[src/rtl/stack_seq.sv]
// Push/pull sequencer for MC6809 PSHS/PSHU/PULS/PULU and interrupt stacking.
// Optional STACK_SEQ_BYTECOUNT_EN adds a byte_count output.
module stack_seq (
    input  logic        clk_in,
    input  logic        rst_in,
    input  logic        start,
    input  logic        is_pull,
    input  logic        use_s_in,
    input  logic [7:0]  postbyte,
    input  logic [15:0] reg_su,
    input  logic [15:0] path_left_data,
    input  logic [7:0]  ccr_in,
    input  logic [7:0]  mem_data_i,
    output logic [3:0]  path_left_addr,
    output logic        write_reg,
    output logic [3:0]  write_reg_addr,
    output logic [15:0] data_w,
    output logic        inc_su,
    output logic        dec_su,
    output logic        use_s,
    output logic [15:0] mem_addr,
    output logic [7:0]  mem_data_o,
    output logic        mem_we,
    output logic        mem_re,
    output logic        busy,
    output logic        done
`ifdef STACK_SEQ_BYTECOUNT_EN
    ,
    output logic [3:0]  byte_count
`endif
);

    typedef enum logic [2:0] {
        S_IDLE = 3'd0,
        S_DEC  = 3'd1,
        S_WR   = 3'd2,
        S_RD   = 3'd3,
        S_CAP  = 3'd4,
        S_DONE = 3'd5
    } state_t;

    state_t      state_r, state_s;
    logic        pull_r, use_s_r, busy_r, done_r;
    logic [11:0] rem_r, rem_next_s;
    logic [7:0]  hi_q_r;
    logic [3:0]  slot_s, code_s;
    logic        more_s, hi_byte_s, byte8_s, accept_s;

    // Slot k is the k-th byte in push order: PCL,PCH,oL,oH,YL,YH,XL,XH,DP,B,A,CC.
    function automatic logic [11:0] expand_mask(input logic [7:0] m);
        return {m[0], m[1], m[2], m[3], m[4], m[4], m[5], m[5], m[6], m[6], m[7], m[7]};
    endfunction

    // Push takes the lowest pending slot, pull the highest.
    function automatic logic [3:0] pick_slot(input logic [11:0] rem, input logic from_top);
        logic [3:0] idx;
        idx = 4'd0;
        for (int i = 0; i < 12; i++) begin
            if (from_top) idx = rem[i] ? 4'(i) : idx;
            else          idx = rem[11 - i] ? 4'(11 - i) : idx;
        end
        return idx;
    endfunction

    function automatic logic [3:0] slot_code(input logic [3:0] slot, input logic sel_s);
        case (slot)
            4'd0, 4'd1: return 4'd5;
            4'd2, 4'd3: return sel_s ? 4'd3 : 4'd4;
            4'd4, 4'd5: return 4'd2;
            4'd6, 4'd7: return 4'd1;
            4'd8:       return 4'd11;
            4'd9:       return 4'd9;
            4'd10:      return 4'd8;
            4'd11:      return 4'd10;
            default:    return 4'd0;
        endcase
    endfunction

    assign accept_s   = (state_r == S_IDLE) && start;
    assign slot_s     = pick_slot(rem_r, pull_r);
    assign rem_next_s = rem_r & ~(12'd1 << slot_s);
    assign more_s     = |rem_next_s;
    assign code_s     = slot_code(slot_s, use_s_r);
    assign hi_byte_s  = (slot_s < 4'd8) && slot_s[0];
    assign byte8_s    = (slot_s >= 4'd8);

    // Next-state and strobe decode.
    always_comb begin
        state_s        = state_r;
        path_left_addr = 4'd0;
        write_reg      = 1'b0;
        write_reg_addr = 4'd0;
        data_w         = 16'h0000;
        inc_su         = 1'b0;
        dec_su         = 1'b0;
        mem_addr       = 16'h0000;
        mem_data_o     = 8'h00;
        mem_we         = 1'b0;
        mem_re         = 1'b0;
        case (state_r)
            S_IDLE: begin
                if (start) begin
                    if (postbyte == 8'h00) state_s = S_DONE;
                    else if (is_pull)      state_s = S_RD;
                    else                   state_s = S_DEC;
                end else begin
                    state_s = S_IDLE;
                end
            end
            S_DEC: begin
                dec_su         = 1'b1;
                path_left_addr = code_s;
                state_s        = S_WR;
            end
            S_WR: begin
                mem_addr       = reg_su;
                mem_we         = 1'b1;
                path_left_addr = code_s;
                if (slot_s == 4'd11)  mem_data_o = ccr_in;
                else if (hi_byte_s)   mem_data_o = path_left_data[15:8];
                else                  mem_data_o = path_left_data[7:0];
                state_s = more_s ? S_DEC : S_DONE;
            end
            S_RD: begin
                mem_addr = reg_su;
                mem_re   = 1'b1;
                state_s  = S_CAP;
            end
            S_CAP: begin
                inc_su = 1'b1;
                // High byte of a pair waits in hi_q_r for its low byte.
                if (hi_byte_s) begin
                    write_reg = 1'b0;
                end else begin
                    write_reg      = 1'b1;
                    write_reg_addr = code_s;
                    data_w         = byte8_s ? {8'h00, mem_data_i} : {hi_q_r, mem_data_i};
                end
                state_s = more_s ? S_RD : S_DONE;
            end
            S_DONE: begin
                state_s = S_IDLE;
            end
            default: begin
                state_s = S_IDLE;
            end
        endcase
    end

    // State, latched operands and status registers.
    always_ff @(posedge clk_in) begin
        if (rst_in) begin
            state_r <= S_IDLE;
            pull_r  <= 1'b0;
            use_s_r <= 1'b0;
            rem_r   <= 12'h000;
            hi_q_r  <= 8'h00;
            busy_r  <= 1'b0;
            done_r  <= 1'b0;
        end else begin
            state_r <= state_s;
            busy_r  <= (state_s != S_IDLE);
            done_r  <= (state_s == S_DONE);
            if (accept_s) begin
                pull_r  <= is_pull;
                use_s_r <= use_s_in;
                rem_r   <= expand_mask(postbyte);
            end else if ((state_r == S_WR) || (state_r == S_CAP)) begin
                rem_r <= rem_next_s;
            end
            if ((state_r == S_CAP) && hi_byte_s) begin
                hi_q_r <= mem_data_i;
            end
        end
    end

    assign use_s = use_s_r;
    assign busy  = busy_r;
    assign done  = done_r;

`ifdef STACK_SEQ_BYTECOUNT_EN
    logic [3:0] byte_count_r;

    // Bytes transferred by the current or most recent operation.
    always_ff @(posedge clk_in) begin
        if (rst_in) begin
            byte_count_r <= 4'd0;
        end else if (accept_s) begin
            byte_count_r <= 4'd0;
        end else if ((state_r == S_WR) || (state_r == S_CAP)) begin
            byte_count_r <= byte_count_r + 4'd1;
        end
    end

    assign byte_count = byte_count_r;
`endif

endmodule

[config.mk]
export PLATFORM = sky130hd
export DESIGN_NAME = stack_seq
export DESIGN_NICKNAME = d
export VERILOG_FILES = /design/src/rtl/stack_seq.sv
export SDC_FILE = /design/constraint.sdc
export NUM_CORES = 1
export LEC_CHECK = 0
export BUFFER_PORTS_ARGS = -buffer_cell sky130_fd_sc_hd__buf_4
export CAP_MARGIN = 20
export CORE_MARGIN = 5
export CORE_UTILIZATION = 41
export CTS_CLUSTER_SIZE = 28
export DETAILED_ROUTE_END_ITERATION = 10
export GPL_ROUTABILITY_DRIVEN = 0
export PLACE_DENSITY_LB_ADDON = 0.05
export SLEW_MARGIN = 40
export SYNTH_ARGS = -nofsm -noshare
export SYNTH_HDL_FRONTEND = slang
export SYNTH_SLANG_ARGS = --single-unit
[constraint.sdc]
create_clock -name clk_in -period 2.5 [get_ports clk_in]
set_input_delay 0.25 -clock clk_in [delete_from_list [all_inputs] [get_ports clk_in]]
set_output_delay 0.25 -clock clk_in [all_outputs]
set_load 0.02 [all_outputs]
==> results of run 1 <==
stage by stage:
step | std cells | setup WS, ps | area [sq um] | TNS, ps | hold WS, ps
global route | 538 | -602 | 4320 | -15910 | 210
finish | 538 | -527 | 4320 | -11730 | 212
floorplan | 297 | -396 | 2280 | -7910 | 379
global placement | 513 | -220 | 3520 | -3510 | 463
CTS | 533 | -469 | 4100 | -10210 | 215
detailed placement | 513 | -308 | 3520 | -5460 | 478
registers in the layout, summed over array words and instances, names as in the netlist:
name,flops
busy,1
rem_r,12
pull_r,1
state_r,3
hi_q_r,8
use_s,1
done,1
cells in the mapped netlist, drive strengths merged:
cell type / count
a2111o: 1
a2111oi: 1
a211oi: 12
a21oi: 26
a221oi: 3
a2bb2oi: 1
a311oi: 2
a31oi: 7
a32o: 1
and2: 27
and3: 8
buf: 6
clkbuf: 16
dfxtp: 27
inv: 10
mux2i: 17
nand2: 26
nand2b: 4
nand3: 1
nand4: 1
nor2: 40
nor2b: 4
nor3: 5
nor3b: 2
nor4: 5
o2111ai: 2
o211a: 1
o211ai: 4
o21a: 1
o21ai: 19
o21bai: 1
o221ai: 1
o311a: 1
o311ai: 4
o31ai: 1
o32a: 2
o41a: 1
or2: 4
or4: 1
or4b: 1
worst paths after layout:
kind                          startpoint                      to  slack [ps]  cells past startpoint
setup / recovery   rem_r[8]$_SDFFE_PP0P_           mem_data_o[0]        -530                      8
hold / removal               postbyte[0]  rem_r[11]$_SDFFE_PP0P_         210                      3
setup reg to reg   rem_r[8]$_SDFFE_PP0P_         done$_SDFF_PP0_        -450                     11
hold reg to reg   hi_q_r[0]$_SDFFE_PP0P_  hi_q_r[0]$_SDFFE_PP0P_         510                      2
final cells by class:
type / instances / share of cell area
multi-input combinational: 238 / 0.456
inverter: 10 / 0.00986
sequential: 27 / 0.130
timing repair buffer: 189 / 0.374
tap: 70 / 0.0203
clock inverter: 1 / 0.00116
clock buffer: 3 / 0.00957
routing by layer:
metal | GRT usage | vias up | wire length, um | share of wire
li1 | - | 1417 | - | -
met1 | 0.322 | 1469 | 3840 | 0.37
met2 | 0.498 | 203 | 5330 | 0.51
met3 | 0.0526 | 54 | 858 | 0.083
met4 | 0.0930 | 0 | 374 | 0.036
met5 | 0 | - | 0 | 0
cells by family (layout without fill, tap and decap cells):
| logic type | after synthesis | after routing | synth area share |
|---|---|---|---|
| AND/OR/NAND/NOR | 129 | 129 | 0.304 |
| AO/OA/AOI/OAI | 92 | 92 | 0.299 |
| flip-flops | 27 | 27 | 0.254 |
| buffers and inverters | 32 | 203 | 0.0618 |
| multiplexers | 17 | 17 | 0.0801 |
worst max-delay path: stages (launching register included):
cell and delay (ps):
dfxtp_2 330, nor2b_4 110, or4b_4 490, a311oi_4 310
o21ai_2 110, or4_4 550, buf_12 190, a211oi_4 260
buf_6 150
repair_timing:
action                     in CTS  in global routing
gates resized for setup       112                 43
hold buffers                    0                  0
setup endpoints to repair      43                 53
pin swaps                      37                 14
cloned                          2                  0
setup buffers                  15                  8
power breakdown:
group	total (mW)	switching, mW	internal, mW
clock	0.252	0.140	0.112
combinational	2.29	1.24	1.05
sequential	0.522	0.0479	0.475
total	3.07	1.43	1.64
==> impl_metrics.json, run 1 <==
{
  "status": "finished with violations",
  "violations": "negative setup slack",
  "end_kind": "output port",
  "syn2layout_area_growth_pct": 103,
  "slew_viol_final": 0,
  "io_pins": 117,
  "final_common_cell": "buf_4",
  "syn_inst": 297,
  "dp.final_hpwl_um": 6340,
  "antenna_found_initial": 0,
  "synth_area_per_cell_sq_um": 7.15,
  "die_area_sq_mm": 0.00672,
  "maxSlewHeadroom": 0.500,
  "die_w_um": 82.0,
  "netlist_area_sq_mm": 0.00212,
  "power_mw": 3.07,
  "vias": 3143,
  "rsz0062_at_grt": "true",
  "firstDrtPassIters": 7,
  "max_freq_ghz": 0.330,
  "setup_viol": 35,
  "vdd_ir_drop_max_uv": 418,
  "drc_errors": 0,
  "power_density_mw_per_mm2": 710,
  "io_buffers": 116,
  "tightestPinTransition_ps": 748,
  "wl_per_cell_um": 19.3,
  "finalHoldViolCount": 0,
  "final_cell_mix": "buf_4 (143), buf_6 (43), nor2_1 (26)",
  "critPathMaxFanout": 17,
  "drive_gt1_frac": 0.624,
  "clk_pin_slew_ps": 90,
  "setup_ws_ps": -527,
  "path_class": "reg -> out",
  "p_leak_nw": 1.85,
  "synth.top_cell.area_share": 0.254,
  "start_util": 0.419,
  "finalClockSkew_ps": 4.27,
  "clk_latency_ps": 270,
  "cts.sink_count": 27,
  "grt_first_pass_wirelength_um": 14400,
  "syn_nets": 358,
  "final_util": 0.851,
  "fp.dieH_um": 82.0,
  "rows": 26,
  "regArea_sq_um": 559,
  "start_kind": "flop",
  "multi_input_area_sq_mm": 0.00197,
  "synth_warnings": 0,
  "n_antenna_cell": 0,
  "core_area_sq_mm": 0.00507,
  "nFillCells": 295,
  "grt_use_total": 0.276,
  "first_iter_violations": 299,
  "synth_largest_area_cell": "dfxtp_1",
  "yosysSeqAreaShare": 0.254,
  "h-tree-depth": 1,
  "nNetsFinal": 530,
  "cts_tree": "built",
  "cts_inserted_buffers": 3,
  "required_ps": 2250,
  "grt_max_degree": 26,
  "cts_root_buf": "clkbuf_8",
  "grt_overflow": 0,
  "routed_wl_um": 10400,
  "min_period_ps": 3030,
  "clockBufferDepth": 2,
  "synth_seq_cells": 27,
  "ant_nets": 0,
  "vias_per_cell": 5.84,
  "first_global_vias": 2982,
  "synth.distinct_cells": 48,
  "cp.arrival_ps": 2780,
  "synthTopCellsByArea": "dfxtp_1 (25%), mux2i_1 (8.0%), and2_1 (8.0%)",
  "finalCritPeriodShare": 1.21,
  "cap_viol_max_count": 0,
  "hold_class": "in -> reg"
}
(Power assumes the default switching activity.)
==> inputs of run 2 (changes only) <==
--- a/config.mk
+++ b/config.mk
@@ -5,6 +5,7 @@
 export SDC_FILE = /design/constraint.sdc
 export NUM_CORES = 1
 export LEC_CHECK = 0
+export ABC_AREA = 1
 export BUFFER_PORTS_ARGS = -buffer_cell sky130_fd_sc_hd__buf_4
 export CAP_MARGIN = 20
 export CORE_MARGIN = 5
@@ -13,6 +14,7 @@
 export DETAILED_ROUTE_END_ITERATION = 10
 export GPL_ROUTABILITY_DRIVEN = 0
 export PLACE_DENSITY_LB_ADDON = 0.05
+export RECOVER_POWER = 25
 export SLEW_MARGIN = 40
 export SYNTH_ARGS = -nofsm -noshare
 export SYNTH_HDL_FRONTEND = slang
==> impl_metrics.json, run 2 <==
{
  "status": "finished with violations",
  "violations": "negative setup slack",
  "slew_viol_final": 0,
  "clk_latency_ps": 280,
  "yosys_most_used_dff": "dfxtp_1",
  "netlist_area_sq_mm": 0.00215,
  "pwr-share-seq": 0.193,
  "ff2ff_setup_slack_ps": 80,
  "startpoint": "rem_r[4]$_SDFFE_PP0P_",
  "die_w_um": 82.5,
  "grt_max_degree": 19,
  "yosysMostFrequentCell": "nand2_1",
  "critPathMaxFanout": 18,
  "syn_inst": 375,
  "setup_viol": 1,
  "dpl_worst_slack_ps": 78.6,
  "end_kind": "output port",
  "rows": 26,
  "io_buffers": 116,
  "p_sw_frac": 0.505,
  "max_stage_delay_ps": 410,
  "switchingPower_mw": 1.52,
  "routed_wl_um": 7760,
  "final_common_cell": "buf_4",
  "synth_seq_cells": 27,
  "io_pins": 117,
  "power_density_mw_per_mm2": 858,
  "max_freq_ghz": 0.399,
  "crit_end": "data_w[9]",
  "first_global_vias": 2669,
  "tightestPinTransition_ps": 671,
  "synthTopCellsByArea": "dfxtp_1 (25%), nand2_1 (16%), inv_1 (10%)",
  "vdd_ir_drop_max_uv": 504,
  "reg.largest.list": "rem_r: 12 flops, hi_q_r: 8 flops, state_r: 3 flops",
  "fp.dieH_um": 82.5,
  "yosys-top-cells-count": "nand2_1 (93), inv_1 (59), nor2_1 (58)",
  "syn2layout_area_growth_pct": 62.5,
  "cts_tree": "built",
  "wl_per_cell_um": 13.4,
  "setup_ws_ps": -5.88,
  "die_area_sq_mm": 0.00680,
  "slowest_stage": "dfxtp_1",
  "maxSlewHeadroom": 0.552,
  "required_ps": 2250,
  "synthArstFlopShare": 0,
  "crit_chain": "nor2_1 > nand2_1 > o21ai_1 > o311ai_4 > inv_2 > nor2_8 > inv_6 > nand2_4 > buf_12 > nor3_1 > buf_4",
  "antenna_found_initial": 0,
  "core_area_sq_mm": 0.00511,
  "grt_use_total": 0.225,
  "final_util": 0.685,
  "finalHoldViolCount": 0,
  "p_clk_frac": 0.084,
  "h-tree-depth": 1,
  "synth.distinct_cells": 36,
  "min_period_ps": 2510,
  "vias_per_cell": 5.07,
  "n_antenna_cell": 0,
  "synth_area_per_cell_sq_um": 5.74,
  "firstDrtPassIters": 5,
  "synth.top_cell.area_share": 0.251,
  "hold_class": "in -> reg",
  "drive_gt1_frac": 0.361,
  "synth-edff-count": 0,
  "start_kind": "flop",
  "rsz0062_at_grt": "true",
  "top_register": "rem_r",
  "cap_viol_max_count": 0,
  "grt_first_pass_wirelength_um": 12200,
  "cts_root_buf": "clkbuf_8",
  "dp.final_hpwl_um": 5910,
  "cts_inserted_buffers": 3,
  "r2r_end": "busy$_SDFF_PP0_",
  "final_cell_mix": "buf_4 (127), nand2_1 (91), inv_1 (59)",
  "reg2reg_depth": 21,
  "synth_largest_area_cell": "dfxtp_1",
  "vias": 2943,
  "cts.sink_count": 27,
  "cp.arrival_ps": 2260,
  "synth_warnings": 0,
  "cts.hold.buffers_added": 0,
  "first_iter_violations": 276,
  "finalCritPeriodShare": 1.00,
  "internal_power_mw": 1.49,
  "clk_pin_slew_ps": 100,
  "timing.rr.start": "pull_r$_SDFFE_PP0P_",
  "nNetsFinal": 572,
  "drc_errors": 0,
  "finalClockSkew_ps": 5.56,
  "grt_overflow": 0,
  "p_comb_frac": 0.723,
  "start_util": 0.422,
  "p_leak_nw": 1.75,
  "ant_nets": 0,
  "largest_reg_flops": 12,
  "path_class": "reg -> out",
  "syn_nets": 436,
  "yosysSeqAreaShare": 0.251,
  "clockBufferDepth": 2
}
run 2: repair_timing:
item,CTS,global route
pin swaps,8,7
cloned,1,1
setup endpoints to repair,30,43
resized for setup,21,29
setup buffers,7,6
run 2: kinds of logic (layout without fill, tap and decap cells):
| family | count (synthesis) | count (layout) | synth area share |
|---|---|---|---|
| AND/OR/NAND/NOR | 204 | 206 | 0.418 |
| buffers and inverters | 79 | 212 | 0.146 |
| AO/OA/AOI/OAI | 65 | 65 | 0.185 |
| flip-flops | 27 | 27 | 0.251 |
run 2: power groups by stage:
stage	clock [mW]	sequential, mW	combinational (mW)
2_1_floorplan	0	0.575	1.11
3_3_place_gp	0	0.573	1.65
4_1_cts	0.260	0.574	1.93
6_report	0.253	0.580	2.17
5_1_grt	0.275	0.588	2.37
3_5_place_dp	0	0.576	1.66
run 2: critical path, delay by kind of cell (launching register included):
family	cells	cell delay (ps)
AOI/OAI and AO/OA	2	360
buffers and inverters	4	690
and+or+nand+nor	5	520
DFF	1	410
run 2: worst min-delay path by stage:
| stage | to | from | cells after the start | slack [ps] |
|---|---|---|---|---|
| global route | rem_r[8]$_SDFFE_PP0P_ | rst_in | 2 | 250 |
| floorplan | state_r[0]$_SDFF_PP0_ | rst_in | 1 | 350 |
| global placement | hi_q_r[5]$_SDFFE_PP0P_ | hi_q_r[5]$_SDFFE_PP0P_ | 2 | 450 |
| detailed placement | hi_q_r[6]$_SDFFE_PP0P_ | hi_q_r[6]$_SDFFE_PP0P_ | 2 | 450 |
| finish | rem_r[8]$_SDFFE_PP0P_ | rst_in | 2 | 250 |
| CTS | rem_r[8]$_SDFFE_PP0P_ | rst_in | 2 | 240 |
run 2: layer usage:
| layer | up-vias | global-route usage | share of wire |
|---|---|---|---|
| met5 | - | 0 | 0 |
| met4 | 0 | 0.0432 | 0.012 |
| met3 | 11 | 0.0380 | 0.074 |
| met2 | 137 | 0.392 | 0.49 |
| met1 | 1306 | 0.292 | 0.43 |
| li1 | 1489 | - | - |
run 2: metrics by stage:
stage | area (sq um) | TNS [ps] | hold WS (ps) | total power [mW] | cells
finish | 3500 | -5.88 | 248 | 3.00 | 580
global route | 3500 | -4040 | 255 | 3.23 | 580
CTS | 3360 | -114 | 236 | 2.76 | 573
detailed placement | 3160 | 0 | 450 | 2.23 | 561
global placement | 3160 | 0 | 446 | 2.22 | 561
floorplan | 2150 | 0 | 345 | 1.69 | 375
run 2: layout make-up:
cell class / instances / area (sq um)
fillers: 457 / 1610
multi-input cells: 271 / 1470
repair buffers: 142 / 1070
flip-flops and latches: 27 / 557
inverters: 66 / 268
well taps: 70 / 87.6
clock buffers: 3 / 41.3
clock inverters: 1 / 5.00
==> inputs of run 3 (changes only) <==
--- a/config.mk
+++ b/config.mk
@@ -8,6 +8,7 @@
 export ABC_AREA = 1
 export BUFFER_PORTS_ARGS = -buffer_cell sky130_fd_sc_hd__buf_4
 export CAP_MARGIN = 20
+export CORE_ASPECT_RATIO = 0.75
 export CORE_MARGIN = 5
 export CORE_UTILIZATION = 41
 export CTS_CLUSTER_SIZE = 28
==> impl_metrics.json, run 3 (synthesis results as in run 2) <==
{
  "final_cell_mix": "buf_4 (129), nand2_1 (79), inv_1 (59)",
  "fin_setup_tns_ps": -2430,
  "power_density_mw_per_mm2": 911,
  "clk_pin_slew_ps": 110,
  "dp.final_hpwl_um": 5790,
  "cts_tree": "built",
  "critPathMaxFanout": 10,
  "slew_viol_final": 0,
  "wl_per_cell_um": 15.6,
  "grt_first_pass_wirelength_um": 12700,
  "violations": "negative setup slack",
  "grt_max_degree": 18,
  "routed_wl_um": 9350,
  "required_ps": 2250,
  "pwr-share-seq": 0.169,
  "tightestPinTransition_ps": 717,
  "fp.dieH_um": 72.8,
  "antenna_found_initial": 0,
  "die_area_sq_mm": 0.00682,
  "status": "finished with violations",
  "path_class": "reg -> out",
  "first_iter_violations": 350,
  "crit_chain": "nor2_1 > nand2_1 > o21ai_1 > o311ai_2 > inv_2 > nand4_4 > a311oi_2 > buf_4",
  "finalCritPeriodShare": 1.07,
  "dpl-instance-area_sq_mm": 0.00315,
  "max_stage_delay_ps": 400,
  "reg.largest.list": "rem_r: 12 flops, hi_q_r: 8 flops, state_r: 3 flops",
  "core_area_sq_mm": 0.00498,
  "p_leak_nw": 1.86,
  "vias_per_cell": 5.36,
  "drive_gt1_frac": 0.419,
  "h-tree-depth": 1,
  "finalHoldViolCount": 0,
  "io_buffers": 116,
  "p_comb_frac": 0.751,
  "final_common_cell": "buf_4",
  "clk_latency_ps": 290,
  "hold_class": "in -> reg",
  "setup_ws_ps": -181,
  "max_freq_ghz": 0.373,
  "largest_reg_flops": 12,
  "vias": 3213,
  "grt_use_total": 0.227,
  "top_register": "rem_r",
  "nNetsFinal": 589,
  "first_global_vias": 2809,
  "die_w_um": 93.7,
  "syn2layout_area_growth_pct": 75.2,
  "dpl_worst_slack_ps": 67.3,
  "rsz0062_at_grt": "true",
  "n_antenna_cell": 0,
  "clockBufferDepth": 2,
  "rows": 22,
  "io_pins": 117,
  "grt_overflow": 0,
  "firstDrtPassIters": 5,
  "cap_viol_max_count": 0,
  "vdd_ir_drop_max_uv": 567,
  "cp.arrival_ps": 2430,
  "power_mw": 3.44,
  "cts.hold.buffers_added": 0,
  "setup_viol": 30,
  "cts.sink_count": 27,
  "start_kind": "flop",
  "p_sw_frac": 0.532,
  "p_clk_frac": 0.080,
  "slowest_stage": "dfxtp_1",
  "finalClockSkew_ps": 7.06,
  "switchingPower_mw": 1.83,
  "internal_power_mw": 1.61,
  "end_kind": "output port",
  "maxSlewHeadroom": 0.522,
  "drc_errors": 0,
  "min_period_ps": 2680,
  "stdcell_area_sq_mm": 0.00377,
  "ant_nets": 0,
  "start_util": 0.432,
  "cts_root_buf": "clkbuf_8",
  "cts_inserted_buffers": 3
}
## run 3: cell types whose count changed in the layout (fill, tap and decap cells not counted), sizes merged
cell	previous run	this run
clkinvlp	0	1
clkinv	3	2
nand4	9	10
clkbuf	13	14
buf	132	143
inv	64	66
nor2	61	62
nand2	99	100
## run 3: cell type report
class	count	area, sq um
fill	409	1210
sequential	27	553
clock buffer	3	41.3
multi-input combinational	274	1600
timing repair buffer	154	1200
clock inverter	1	7.51
inverter	66	270
timing repair inverter	2	15.0
tap	72	90.1
## run 3: per-layer routing
layer	GRT usage	vias to the layer above	part of all wire
li1	-	1523	-
met1	0.300	1472	0.39
met2	0.381	196	0.49
met3	0.0567	22	0.11
met4	0.0369	0	0.011
met5	0	-	0
## run 3: worst max-delay path: cells and delay by family (launching register included)
kind            cells  cell delay, ps
buf+inv             2             530
flops               1             400
compound gates      3             730
simple gates        3             460
## run 3: what timing repair did
action	4_1_cts	5_1_grt
resized for setup	22	62
pin swaps	7	16
gates cloned	2	6
setup buffers	10	16
setup endpoints to repair	30	43
## run 3: power by group through the flow
stage / combinational (mW) / clock [mW] / sequential (mW)
final: 2.58 / 0.274 / 0.580
after floorplan: 1.11 / 0 / 0.575
after CTS: 1.93 / 0.268 / 0.571
after global routing: 2.74 / 0.281 / 0.587
after detailed placement: 1.65 / 0 / 0.577
after global placement: 1.63 / 0 / 0.576
## run 3: worst paths after layout
path	to	cells after the start	slack [ps]	from
max	mem_data_o[3]	8	-180	rem_r[4]$_SDFFE_PP0P_
min	rem_r[9]$_SDFFE_PP0P_	2	240	rst_in
max reg2reg	busy$_SDFF_PP0_	19	-20	pull_r$_SDFFE_PP0P_
min reg2reg	hi_q_r[4]$_SDFFE_PP0P_	2	480	hi_q_r[4]$_SDFFE_PP0P_
## run 3: through the flow
step	hold slack, ps	instances	utilization
6_report	236	599	0.757
5_1_grt	243	599	0.757
4_1_cts	239	577	0.679
3_5_place_dp	450	561	0.631
3_3_place_gp	443	561	0.631
2_1_floorplan	345	375	-
